### src/rtl/mem_port_arbiter.sv
// mem_port_arbiter: shares one 64-bit memory port between fetch and data stages with timeout abort
module mem_port_arbiter #(
  parameter int FAIR_LIMIT = 4,
  parameter int TIMEOUT    = 255
) (
  input  logic        clk,
  input  logic        rst,
  input  logic        if_req,
  input  logic [31:0] if_addr,
  output logic [31:0] if_inst,
  output logic        if_valid,
  input  logic        dm_req,
  input  logic        dm_we,
  input  logic [63:0] dm_addr,
  input  logic [63:0] dm_wdata,
  output logic [63:0] dm_rdata,
  output logic        dm_valid,
  output logic        dm_err,
  output logic        mem_req,
  output logic        mem_we,
  output logic [63:0] mem_addr,
  output logic [63:0] mem_wdata,
  input  logic [63:0] mem_rdata,
  input  logic        mem_ack,
  output logic        stall_if,
  output logic        stall_dm
);
  typedef enum logic [1:0] {IDLE, IF_ACC, DM_ACC, RESP} state_t;
  localparam int WW = FAIR_LIMIT > 0 ? $clog2(FAIR_LIMIT + 1) : 1;
  state_t        state;
  logic [WW-1:0] win_cnt;
  logic [9:0]    tmo_cnt;
  logic          grant_if, grant_dm, tmo_hit, fair_hit;
  logic [31:0]   lane;
  assign fair_hit = win_cnt == WW'(FAIR_LIMIT);
  assign grant_if = if_req & (~dm_req | fair_hit);
  assign grant_dm = dm_req & ~grant_if;
  assign tmo_hit  = tmo_cnt == 10'(TIMEOUT - 1);
  // mem_addr holds the latched fetch address, so its bit 2 picks the lane
  assign lane     = mem_addr[2] ? mem_rdata[63:32] : mem_rdata[31:0];
  assign stall_if = if_req & ~if_valid;
  assign stall_dm = dm_req & ~dm_valid;
  always_ff @(posedge clk) begin
    if (rst) begin
      state     <= IDLE;
      mem_req   <= 1'b0;
      mem_we    <= 1'b0;
      mem_addr  <= '0;
      mem_wdata <= '0;
      if_inst   <= '0;
      dm_rdata  <= '0;
      if_valid  <= 1'b0;
      dm_valid  <= 1'b0;
      dm_err    <= 1'b0;
      win_cnt   <= '0;
      tmo_cnt   <= '0;
    end else begin
      if_valid <= 1'b0;
      dm_valid <= 1'b0;
      case (state)
        IDLE: begin
          if (grant_if | grant_dm) begin
            mem_req   <= 1'b1;
            mem_we    <= grant_dm & dm_we;
            mem_addr  <= grant_if ? {32'b0, if_addr} : dm_addr;
            mem_wdata <= grant_dm ? dm_wdata : '0;
            tmo_cnt   <= '0;
            win_cnt   <= (grant_dm & if_req) ? win_cnt + WW'(!fair_hit) : '0;
            state     <= grant_if ? IF_ACC : DM_ACC;
          end
        end
        IF_ACC, DM_ACC: begin
          tmo_cnt <= tmo_cnt + 10'd1;
          if (mem_ack | tmo_hit) begin
            mem_req <= 1'b0;
            dm_err  <= ~mem_ack;
            state   <= RESP;
            if (state == IF_ACC) begin
              if_inst  <= mem_ack ? lane : '0;
              if_valid <= 1'b1;
            end else begin
              dm_rdata <= (mem_ack & ~mem_we) ? mem_rdata : '0;
              dm_valid <= 1'b1;
            end
          end
        end
        default: begin
          dm_err <= 1'b0;
          state  <= IDLE;
        end
      endcase
    end
  end
endmodule
### config.mk
export PLATFORM = sky130hd
export DESIGN_NAME = mem_port_arbiter
export DESIGN_NICKNAME = d
export VERILOG_FILES = /design/src/rtl/mem_port_arbiter.sv
export SDC_FILE = /design/constraint.sdc
export NUM_CORES = 1
export LEC_CHECK = 0
export ABC_AREA = 1
export CAP_MARGIN = 20
export CORE_AREA = 4 4 179 181
export CTS_BUF_LIST = sky130_fd_sc_hd__clkbuf_8 sky130_fd_sc_hd__clkbuf_16
export DETAILED_ROUTE_END_ITERATION = 8
export DIE_AREA = 0 0 183 185
export HOLD_SLACK_MARGIN = 0.1
export PLACE_DENSITY_LB_ADDON = 0.08
export SYNTH_ARGS = -nofsm -noshare
export SYNTH_HDL_FRONTEND = slang
export SYNTH_SLANG_ARGS = --single-unit
### constraint.sdc
create_clock -name clk -period 2.4 [get_ports clk]
set_input_delay 0.48 -clock clk [delete_from_list [all_inputs] [get_ports clk]]
set_output_delay 0.48 -clock clk [all_outputs]
set_load 0.01 [all_outputs]
Word-level counts from Yosys, hierarchy flattened
Index checks and enable logic that the tools add are counted.
W data, S select, Z words.
{"block": "totals", "regBits": 244, "inputBits": 230, "output_inout_bits": 231}
{"block": "classes", "n_eq_ne": 6, "reduce_logical": 12, "bitwise_logic": 20, "add_sub_neg": 2, "n_mux": 19}
{"op": "$mux W64", "count": 3}
{"op": "$mux W32", "count": 2}
{"op": "$pmux W10 S2", "count": 1}
{"op": "$add A10 B1 Y10 const B", "count": 1}
{"op": "$eq A10 B8 Y1 const B", "count": 1}
{"op": "$mux W10", "count": 1}
{"op": "$not A1 Y1", "count": 10}
{"op": "$reduce_and A3 Y1", "count": 3}
{"op": "$reduce_and A2 Y1", "count": 4}
{"op": "$and A1 B1 Y1", "count": 7}
{"op": "$mux W2", "count": 3}
{"op": "$mux W1", "count": 5}
{"op": "$ne A2 B2 Y1 const B", "count": 2}
{"op": "$pmux W1 S2", "count": 2}
{"op": "$pmux W2 S2", "count": 1}
{"op": "$add A3 B1 Y3", "count": 1}
{"op": "$eq A3 B3 Y1 const B", "count": 1}
{"op": "$mux W3", "count": 1}
{"op": "$or A1 B1 Y1", "count": 3}
{"op": "$reduce_or A3 Y1", "count": 1}
{"op": "$eq A2 B1 Y1 const B", "count": 1}
{"op": "$eq A2 B2 Y1 const B", "count": 1}
{"op": "$logic_not A2 Y1", "count": 1}
{"op": "$reduce_bool A2 Y1", "count": 1}
{"op": "other kinds (2)", "count": 2}

Longest topological paths before layout
{"block": "logic_depth", "ltp_word": 8, "ltp_mapped": 12, "mapped_depth_nobuf": 10}

Least setup slack after synthesis
Ideal clock, no wire load.
{"block": "synth_path", "path_kind": "register to register", "startpoint": "register state[0]", "endpoint": "register if_inst[20]", "slack_ps": 801, "t_required_ps": 2290, "path_stages_with_launch": 8, "arrival_time_ps": 1488, "setup_ps": 110, "path_buffers": 2, "cell_sequence": "dfxtp_1 inv_1 ha_1 clkbuf_1 buf_1 nand4_1 nand2_1 nor2_1"}
{"block": "synth_between", "elab_chain_cells": 3}
{"element": "from (decl)", "line_no": "30", "source": "state_t state;"}
{"element": "from (signal assigned)", "line_no": "69", "source": "state <= grant_if ? IF_ACC : DM_ACC;"}
{"element": "$eq A2 B1 Y1 or $eq A2 B2 Y1 (tied branches)", "line_no": "60, 78"}
{"element": "$reduce_or A2 Y1", "line_no": "60", "source": "case (state)"}
{"element": "$reduce_and A3 Y1 (no line) (*)"}
{"element": "to (signal assigned)", "line_no": "79", "source": "if_inst <= mem_ack ? lane : '0;"}
{"element": "to (decl)", "line_no": "10", "source": "output logic [31:0] if_inst,"}
Every way passes the cells marked *; elsewhere a longest branch is shown, timed or not.
A chain may end at the register's enable or synchronous reset.

Worst setup path in the final report
{"block": "layout_path", "startpoint": "input dm_req", "endpoint": "output stall_dm"}
{"block": "layout_between", "elab_chain_cells": 1}
{"element": "from (decl)", "line_no": "12", "source": "input logic dm_req,"}
{"element": "$and A1 B1 Y1", "line_no": "42", "source": "assign stall_dm = dm_req & ~dm_valid;"}
{"element": "to (decl)", "line_no": "26", "source": "output logic stall_dm"}
Every way passes these cells.

==> run summary <==
CRITICAL PATH
--------------------------------------------------------------------------------
Kind of start point of the critical path                            primary input
Highest fanout seen on the critical path                                       3
Critical path cell sequence                                         clkdlybuf4s50_1 -> inv_1 -> nor2_1 -> clkdlybuf4s50_1
Most Frequent Cell on Critical Path                                 sky130_fd_sc_hd__clkdlybuf4s50_1
Start-to-end type of the worst setup path                              in -> out
Peak per-stage delay on the critical path                                 550 ps
Required arrival time at the worst endpoint                              1920 ps
Slowest stage cell on the critical path                             sky130_fd_sc_hd__clkdlybuf4s50_1
Setup crit end kind                                                  output port
Worst Path Arrival                                                       1720 ps

ROUTE
--------------------------------------------------------------------------------
First-iteration detailed-routing DRC count                                   774
Remaining DRCs                                                                 0
Top sig layer                                                               met5
First-pass detailed-route iteration total                                      5
Detailed-route vias per instance                                           4.722
Drt wl/cell                                                             16.71 um
Wire length on met2                                                     19.77 mm
Total wire length after detailed routing                                42.02 mm
Routed length on met1                                                   16.82 mm
Wire length on met3                                                     4.025 mm
Total number of vias                                                      11,880
Number of nets with antenna violations after routing                           0

FINAL LAYOUT
--------------------------------------------------------------------------------
Area growth from synthesis to final layout                                54.72%
Final nets                                                                 2,333
Non-filler cells in the finished layout                                    2,515
Ratio of cells with drive above 1 in the final layout                     4.818%

PLACEMENT
--------------------------------------------------------------------------------
Half-perimeter wire length after placement                              30.32 mm
Placed cells                                                               2,461
Number of input and output port buffers inserted                             460
Final estimated routing congestion in global placement                    0.8178

SYNTHESIS
--------------------------------------------------------------------------------
Post-synth top cells                                                425 x sky130_fd_sc_hd__nand2_1, 252 x sky130_fd_sc_hd__inv_1, 244 x sky130_fd_sc_hd__dfxtp_1
Fraction of synthesized cell area taken by the top area cell type         43.66%
Synth area leaders                                                  sky130_fd_sc_hd__dfxtp_1 44%, sky130_fd_sc_hd__nand2_1 14%, sky130_fd_sc_hd__inv_1 8.5%, sky130_fd_sc_hd__nor2_1 7.1%, sky130_fd_sc_hd__o21ai_0 5.8%
Warning count from the yosys run                                               0
Share of synthesized area occupied by flip-flops and latches              43.66%
Primary flip-flop cell chosen by synthesis mapping                  sky130_fd_sc_hd__dfxtp_1
Synth unique cells                                                            25
Synthesized instance count                                                 1,690
Cell with the most instances after synthesis                        sky130_fd_sc_hd__nand2_1
Post-synthesis cell area                                             11,190 um^2
Mean cell area of the mapped netlist                                  6.620 um^2
Post-synthesis register bit count                                            244
Synthesized Nets                                                           1,927
EDFF count, synth                                                              0
Cell accounting for the most synthesized area                       sky130_fd_sc_hd__dfxtp_1
Async set or reset register ratio after synthesis                             0%

CLOCKING
--------------------------------------------------------------------------------
Clock latency on the worst-skew pair                                      540 ps
Hold-fix buffers, CTS                                                          0
Max Root-Sink Buffers                                                          3
Clock slew at reported path FFs                                            60 ps
PostCTS Resize Cnt                                                             0
Post-CTS Repair Setup Buffers                                                  0
Cell chosen for the clock root                                      sky130_fd_sc_hd__clkbuf_16
CTS H-tree depth                                                               1
Number of CTS-inserted buffers                                                29
CTS tree                                                                    done
Clk sinks                                                                    244

STA
--------------------------------------------------------------------------------
Fmax                                                                   455.5 MHz
Unrepaired setup endpoints after global routing                            false
Tmin final                                                               2195 ps
Worst slew slack as a fraction of its limit                               42.61%
Setup_tns                                                                   0 ps
Setup Skew                                                              15.36 ps
Transition time at the pin with the least slew margin                   859.8 ps
Final max-slew violation count                                                 0
Final setup violation count                                                    0
Final Cycle Share                                                         91.47%
Final Hold Fails                                                               0

POWER
--------------------------------------------------------------------------------
Static leakage                                                          7.527 nW
Power per cell area                                                 1072 nW/um^2
Worst IR Drop VDD                                                    0.0005784 V

DIE
--------------------------------------------------------------------------------
Starting utilization of the core area                                     36.77%
Site Rows                                                                     64
Vertical die dimension                                                    185 um
Area of the die                                                      33,860 um^2
Die W                                                                     183 um
Floorplan Core Area                                                  30,430 um^2
Ports placed on the boundary                                                 461

GLOBAL ROUTE
--------------------------------------------------------------------------------
Number of antenna violations at the first check in global routing              4
Residual overflow from global routing                                          0
Largest net degree at the start of global routing                             72
Total track usage                                                         23.29%
First-pass GRT wire length                                              63.89 mm
Vias in the first global route                                            11,320

MIN PATH
--------------------------------------------------------------------------------
Worst hold-check path type                                            reg -> reg

FLOW RUN
--------------------------------------------------------------------------------
Maximum Capacitance Violations                                                 0

RUN STATUS
--------------------------------------------------------------------------------
Run status                                                          finished clean

==> placed cells by master (no fill, tap or decap), types with 3 or more instances in the layout <==
master,count
sky130_fd_sc_hd__inv_1,255
sky130_fd_sc_hd__dfxtp_1,243
sky130_fd_sc_hd__clkdlybuf4s50_1,460
sky130_fd_sc_hd__a21oi_1,110
sky130_fd_sc_hd__buf_12,20
sky130_fd_sc_hd__nor2_4,3
sky130_fd_sc_hd__buf_4,21
sky130_fd_sc_hd__ha_1,6
sky130_fd_sc_hd__o21ai_0,129
sky130_fd_sc_hd__clkbuf_16,29
sky130_fd_sc_hd__nand3_1,40
sky130_fd_sc_hd__nand4_1,94
sky130_fd_sc_hd__nand2_1,423
sky130_fd_sc_hd__nor2_1,211
sky130_fd_sc_hd__clkbuf_8,4
sky130_fd_sc_hd__o211ai_1,38
sky130_fd_sc_hd__clkinv_2,10
==> through the flow <==
stage	hold WS [ps]	worst slack, ps	util [%]	cell area (um^2)	total power [mW]
after global placement	458.1	219.5	53.82	16380	14.22
after CTS	452.3	208.5	56.87	17310	18.76
after global routing	474.6	157.9	56.87	17310	19.86
final	463.0	204.7	56.89	17310	18.56
after detailed placement	455.9	208.6	53.82	16380	14.33
after floorplan	443.4	801.4	-	11190	10.14
==> layout make-up <==
| class | instances | area [um^2] |
|---|---|---|
| clock buffer | 33 | 780.7 |
| tap | 396 | 495.5 |
| timing repair buffer | 501 | 5162 |
| clock inverter | 19 | 148.9 |
| antenna | 2 | 5.005 |
| multi-input combinational | 1065 | 4870 |
| inverter | 255 | 962.2 |
| fill | 2942 | 13120 |
| sequential | 244 | 4886 |
==> path summary, 6_finish.rpt <==
| kind | startpoint | endpoint | slack, ps | depth (start not counted) |
|---|---|---|---|---|
| worst max-delay path | dm_req | stall_dm | 200 | 4 |
| worst min-delay path | mem_req | mem_req | 460 | 2 |
| worst max register to register | state[0] | state[0] | 520 | 8 |
| worst min register to register | mem_req | mem_req | 460 | 2 |
==> flip-flops by register name, summed over array words and instances (netlist names) <==
name	flops
win_cnt	3
state	2
mem_wdata	64
mem_req	1
dm_err	1
tmo_cnt	10
mem_addr	64
dm_rdata	64
if_valid	1
dm_valid	1
mem_we	1
if_inst	32
==> per-layer routing <==
metal  global-route usage (%)  vias to the layer above
li1                         -                     6117
met1                    28.32                     5287
met2                    38.97                      400
met3                    8.504                       69
met4                    6.675                        2
met5                        0                        -
==> cell families after synthesis <==
kind of cell,synth area share [%]
simple gates,28.79
buf+inv,13.24
compound gates,13.45
flops,43.66
fa+ha+maj,0.7828
xor+xnor,0.07830
==> worst max-delay path: cells and delay by family <==
kind,cells,cell delay [ps]
simple gates,1,90
buf+inv,3,1140
==> report_power, final <==
group / internal, mW / switching [mW] / leakage (nW)
sequential: 5.22 / 0.603 / 2.01
combinational: 3.81 / 4.62 / 5.04
clock: 2.53 / 1.78 / 0.480
total: 11.6 / 7.00 / 7.53
Note: power is estimated with default switching activity, not from simulation.
